File: config.mk
export PLATFORM = sky130hd
export DESIGN_NAME = prime_stepper
export DESIGN_NICKNAME = d
export VERILOG_FILES = /design/src/rtl/prime_stepper.sv
export SDC_FILE = /design/constraint.sdc
export NUM_CORES = 1
export LEC_CHECK = 0
export ABC_AREA = 1
export CAP_MARGIN = 5
export CORE_MARGIN = 3
export CORE_UTILIZATION = 61
export DETAILED_ROUTE_END_ITERATION = 7
export GPL_ROUTABILITY_DRIVEN = 0
export GPL_TIMING_DRIVEN = 0
export PLACE_DENSITY = 0.8
export SLEW_MARGIN = 40
export SYNTH_ARGS = -nofsm -noshare
export SYNTH_HDL_FRONTEND = slang
export SYNTH_SLANG_ARGS = --single-unit
File: constraint.sdc
create_clock -name clk -period 4.8 [get_ports clk]
set_input_delay 0.72 -clock clk [delete_from_list [all_inputs] [get_ports clk]]
set_output_delay 0.72 -clock clk [all_outputs]
set_load 0.02 [all_outputs]
File: src/rtl/prime_stepper.sv
// rtl/prime_stepper.sv - next-prime search by trial division via repeated subtraction
module prime_stepper #(
    parameter int WIDTH = 8
) (
    input  logic             clk,
    input  logic             rst_n,
    input  logic             step_i,
    output logic [WIDTH-1:0] prime_o,
    output logic             busy_o,
    output logic             done_o,
    output logic             wrap_o
);

    typedef enum logic [1:0] {
        IDLE = 2'd0,
        CAND = 2'd1,
        TEST = 2'd2,
        SUB  = 2'd3
    } state_t;

    state_t             state, state_n;
    logic [WIDTH:0]     cand, cand_n;
    logic [WIDTH-1:0]   d, d_n;
    logic [2*WIDTH-1:0] sq, sq_n;
    logic [WIDTH:0]     r, r_n;
    logic [WIDTH-1:0]   prime_n;
    logic               done_n, wrap_n;

    logic [2*WIDTH-1:0] cand_wide;
    logic [WIDTH:0]     d_ext;

    assign cand_wide = {{(WIDTH-1){1'b0}}, cand};
    assign d_ext     = {1'b0, d};
    assign busy_o    = (state != IDLE);

    // State and datapath registers; reset abandons any search in progress
    always_ff @(posedge clk) begin
        if (!rst_n) begin
            state   <= IDLE;
            cand    <= '0;
            d       <= '0;
            sq      <= '0;
            r       <= '0;
            prime_o <= WIDTH'(2);
            done_o  <= 1'b0;
            wrap_o  <= 1'b0;
        end else begin
            state   <= state_n;
            cand    <= cand_n;
            d       <= d_n;
            sq      <= sq_n;
            r       <= r_n;
            prime_o <= prime_n;
            done_o  <= done_n;
            wrap_o  <= wrap_n;
        end
    end

    // Next-state and datapath updates; registers hold unless a state changes them
    always_comb begin
        state_n = state;
        cand_n  = cand;
        d_n     = d;
        sq_n    = sq;
        r_n     = r;
        prime_n = prime_o;
        done_n  = 1'b0;
        wrap_n  = 1'b0;
        case (state)
            IDLE: begin
                if (step_i) begin
                    cand_n  = {1'b0, prime_o} + (WIDTH+1)'(1);
                    state_n = CAND;
                end
            end
            CAND: begin
                if (cand[WIDTH]) begin
                    // candidate ran past the counter range: start over at 2
                    prime_n = WIDTH'(2);
                    wrap_n  = 1'b1;
                    state_n = IDLE;
                end else begin
                    d_n     = WIDTH'(2);
                    sq_n    = (2*WIDTH)'(4);
                    r_n     = cand;
                    state_n = TEST;
                end
            end
            TEST: begin
                // no divisor up to sqrt(cand) divided it
                if (sq > cand_wide) begin
                    prime_n = cand[WIDTH-1:0];
                    done_n  = 1'b1;
                    state_n = IDLE;
                end else begin
                    state_n = SUB;
                end
            end
            SUB: begin
                if (r >= d_ext) begin
                    r_n = r - d_ext;
                end else if (r == '0) begin
                    cand_n  = cand + (WIDTH+1)'(1);
                    state_n = CAND;
                end else begin
                    // (d+1)^2 = d^2 + 2d + 1
                    d_n     = d + WIDTH'(1);
                    sq_n    = sq + {{(WIDTH-1){1'b0}}, d, 1'b1};
                    r_n     = cand;
                    state_n = TEST;
                end
            end
            default: state_n = IDLE;
        endcase
    end

endmodule

==> results.cfg <==
[outcome]
outcome = completed

[setup_path]
endpoint_kind = register
rrSetupSlack_ns = 2.49
cp_max_fo = 10
r2r.worst_path.cells = 13
cp.arrival_ns = 2.52
worst-path-buf-inv = 2
path_delay_family = simple AND/OR/NAND/NOR gates
r2r-end = r[6]$_SDFFE_PN0P_
cp.required_ns = 5.01
startpoint_type = register
critPathMaxStageDelay_ns = 0.49
crit_type = register to register
timing.rr.start = d[3]$_SDFFE_PN0P_
path_cells = inv_1 > ha_1 > nand2_2 > nor2_1 > nand2_1 > nand3_2 > nand2_2 > nand2_4 > nand2_8 > a21oi_4 > inv_2 > nor2_1 > nor2_1
crit_top_cell = nor2_1
crit_slowest_cell = dfxtp_1

[run]
maxCapViolations = 0

[yosys]
syn_inst = 577
ys_warn_count = 0
synth_area_mm2 = 0.00384
yosysSeqAreaShare = 0.281
syn-num-nets = 609
synth-seq-cells = 54
synth.avg_cell_area_um2 = 6.66
yosysUniqueCellTypes = 40

[hold_path]
hold_path_class = register to register
min-delay-start = r[7]$_SDFFE_PN0P_
hold_path_end = r[7]$_SDFFE_PN0P_
whs_path_depth = 2

[sta]
timing_max_transition_violations_final = 0
fin_crit_ns = 2.31
fin_crit_sh = 0.481
fin_tns_setup_ns = 0
rsz0062_at_grt = no
max_freq_ghz = 0.433
fin_skew_ns = 0.0105
worst_pin_slew_ns = 0.619
hold_violations = 0
final-setup-viol-count = 0
relSlewSlack = 0.587

[global_route]
grt-ovfl-total = 0
grt_usage = 0.275
antenna_found_initial = 0
busiest_layer = met2
grt_pass1_vias = 3500
grtUsageMet1 = 0.389
grt_pass1_wl_mm = 16.2
grt_use_met3 = 0.0359
grt_max_degree = 17
grtUsageMet2 = 0.425

[power]
p_sw_mw = 1.15
max-vdd-ir-drop_v = 0.000375
p_clk_frac = 0.130
intPower_mw = 1.25
power_mw = 2.40
seqPwrFrac = 0.269
combinationalPowerShare = 0.601
swShare = 0.481
p_per_area_mw_per_mm2 = 575
power_leakage_nw = 2.04

[route]
vias = 3721
drc_errors = 0
drt-initial-drc-count = 290
first_pass_iters = 5
antenna_left = 0
via_per_inst = 5.53
wl_mm = 9.40
avgRoutedWirePerCell_um = 14.0

[floorplanning]
ioPinCount = 14
start_util = 0.638
die_h_um = 85.4
row_count = 28
die_x_um = 85.4
dieArea_mm2 = 0.00729
fp.coreArea_mm2 = 0.00603

[placed_design]
dpl.cell_count = 665
dpl.hpwl_mm = 7.33
portBuffers = 13

[clock_network]
numCtsBuffers = 5
cts.path.max_buffers = 2
cts.sinks = 54
clock_latency_ns = 0.32
path_clk_slew_ns = 0.10
cts_resized = 0
hold_buffers = 0
cts_root_buf = clkbuf_8
cts_tree = done
post_cts_buffers = 0
htree_levels = 2

[cells_and_area]
fillers = 544
finalNetCount = 629
drive_gt1_frac = 0.0803
areaGrowthSynthToFinish_pct = 8.69
stdcell_count = 673
diodes = 0
==> registers in the layout, indices dropped and copies added, names as in the netlist <==
name	cells
sq	16
wrap_o	1
prime_o	8
r	9
d	8
cand	9
state	2
done_o	1
==> Yosys cell counts <==
master,count,area (um^2)
nand2_1,136,510
nor2_1,84,315
inv_1,70,263
dfxtp_1,54,1080
a21oi_1,37,185
o21ai_0,33,165
nand3_1,29,145
ha_1,27,338
xor2_1,14,123
nand4_1,11,68.8
nor3_1,6,30.0
inv_2,5,18.8
nand2_2,5,31.3
o21ai_1,5,25.0
o21ai_2,5,43.8
xnor2_1,5,43.8
a21o_1,4,30.0
clkbuf_1,4,15.0
nand3_2,4,40.0
buf_4,3,22.5
buf_6,3,33.8
nand2_4,3,33.8
o211a_1,3,30.0
o21bai_1,3,22.5
a21boi_0,2,15.0
a21oi_2,2,17.5
buf_2,2,10.0
fa_1,2,40.0
nand3b_1,2,15.0
nor2_2,2,12.5
o21a_1,2,15.0
or2_2,2,12.5
a21oi_4,1,16.3
a31oi_1,1,6.26
buf_8,1,15.0
inv_6,1,8.76
nand2_8,1,20.0
nor3_2,1,10.0
nor4_1,1,6.26
o211ai_1,1,7.51
==> cells by family after synthesis <==
logic type / after synthesis / synth area share
AO/OA/AOI/OAI: 99 / 0.151
XOR/XNOR: 19 / 0.0433
adder cells (fa/ha/maj): 29 / 0.0983
buffers and inverters: 89 / 0.101
flip-flops: 54 / 0.281
AND/OR/NAND/NOR: 287 / 0.326
==> how the worst max path moves through the flow <==
stage / startpoint / end / slack [ns] / cells after the start
floorplan: d[3]$_SDFFE_PN0P_ / sq[3]$_SDFFE_PN0P_ / 2.90 / 13
global placement: d[3]$_SDFFE_PN0P_ / r[7]$_SDFFE_PN0P_ / 2.57 / 13
detailed placement: d[3]$_SDFFE_PN0P_ / r[7]$_SDFFE_PN0P_ / 2.53 / 13
CTS: d[3]$_SDFFE_PN0P_ / r[7]$_SDFFE_PN0P_ / 2.51 / 13
global route: d[3]$_SDFFE_PN0P_ / r[4]$_SDFFE_PN0P_ / 2.29 / 13
finish: d[3]$_SDFFE_PN0P_ / r[6]$_SDFFE_PN0P_ / 2.49 / 13
==> layout by cell type, fill, tap and decap left out, types with 4 or more instances in the layout <==
master and n:
a21o_1 4, a21oi_1 37, clkbuf_1 5, clkbuf_8 5
clkdlybuf4s50_1 13, dfxtp_1 54, ha_1 27, inv_1 70
inv_2 5, nand2_1 136, nand2_2 5, nand3_1 29
nand3_2 4, nand4_1 11, nor2_1 84, nor3_1 6
o21ai_0 33, o21ai_1 5, o21ai_2 5, xnor2_1 5
xor2_1 14
==> power by group through the flow <==
stage | combinational (mW) | sequential [mW] | clock [mW]
2_1_floorplan | 1.05 | 0.672 | 0
3_3_place_gp | 1.39 | 0.650 | 0
3_5_place_dp | 1.42 | 0.652 | 0
4_1_cts | 1.43 | 0.643 | 0.316
5_1_grt | 1.61 | 0.657 | 0.333
6_report | 1.44 | 0.645 | 0.313
==> worst min-delay path: cells and delay by family (launching register included) <==
| family | cells | cell delay, ns |
|---|---|---|
| simple gates | 1 | 0.06 |
| compound gates | 1 | 0.06 |
| flops | 1 | 0.34 |
==> through the flow <==
stage / hold WS (ns) / util / instance area (um^2) / setup WS, ns
2_1_floorplan: 0.453 / - / 3840 / 2.90
3_3_place_gp: 0.479 / 0.675 / 4070 / 2.57
3_5_place_dp: 0.481 / 0.675 / 4070 / 2.53
4_1_cts: 0.501 / 0.693 / 4180 / 2.51
5_1_grt: 0.517 / 0.693 / 4180 / 2.29
6_report: 0.497 / 0.693 / 4180 / 2.49
==> routing by layer <==
layer  wire (um)  part of all wire
met1        4580              0.49
met3         482             0.051
met4         284             0.030
met2        4050              0.43
met5           0                 0
==> layout make-up <==
class                           count  area [um^2]  share of cell area
Sequential cell                    54         1080               0.259
Tap cell                           75         93.8              0.0225
Clock buffer                        6         72.6              0.0174
Inverter                           76          290              0.0695
Timing Repair Buffer               13          130              0.0312
Buffer                             13         96.3              0.0231
Multi-Input combinational cell    434         2370               0.569
Clock inverter                      2         37.5             0.00899
Note: power is estimated with default switching activity, not from simulation.
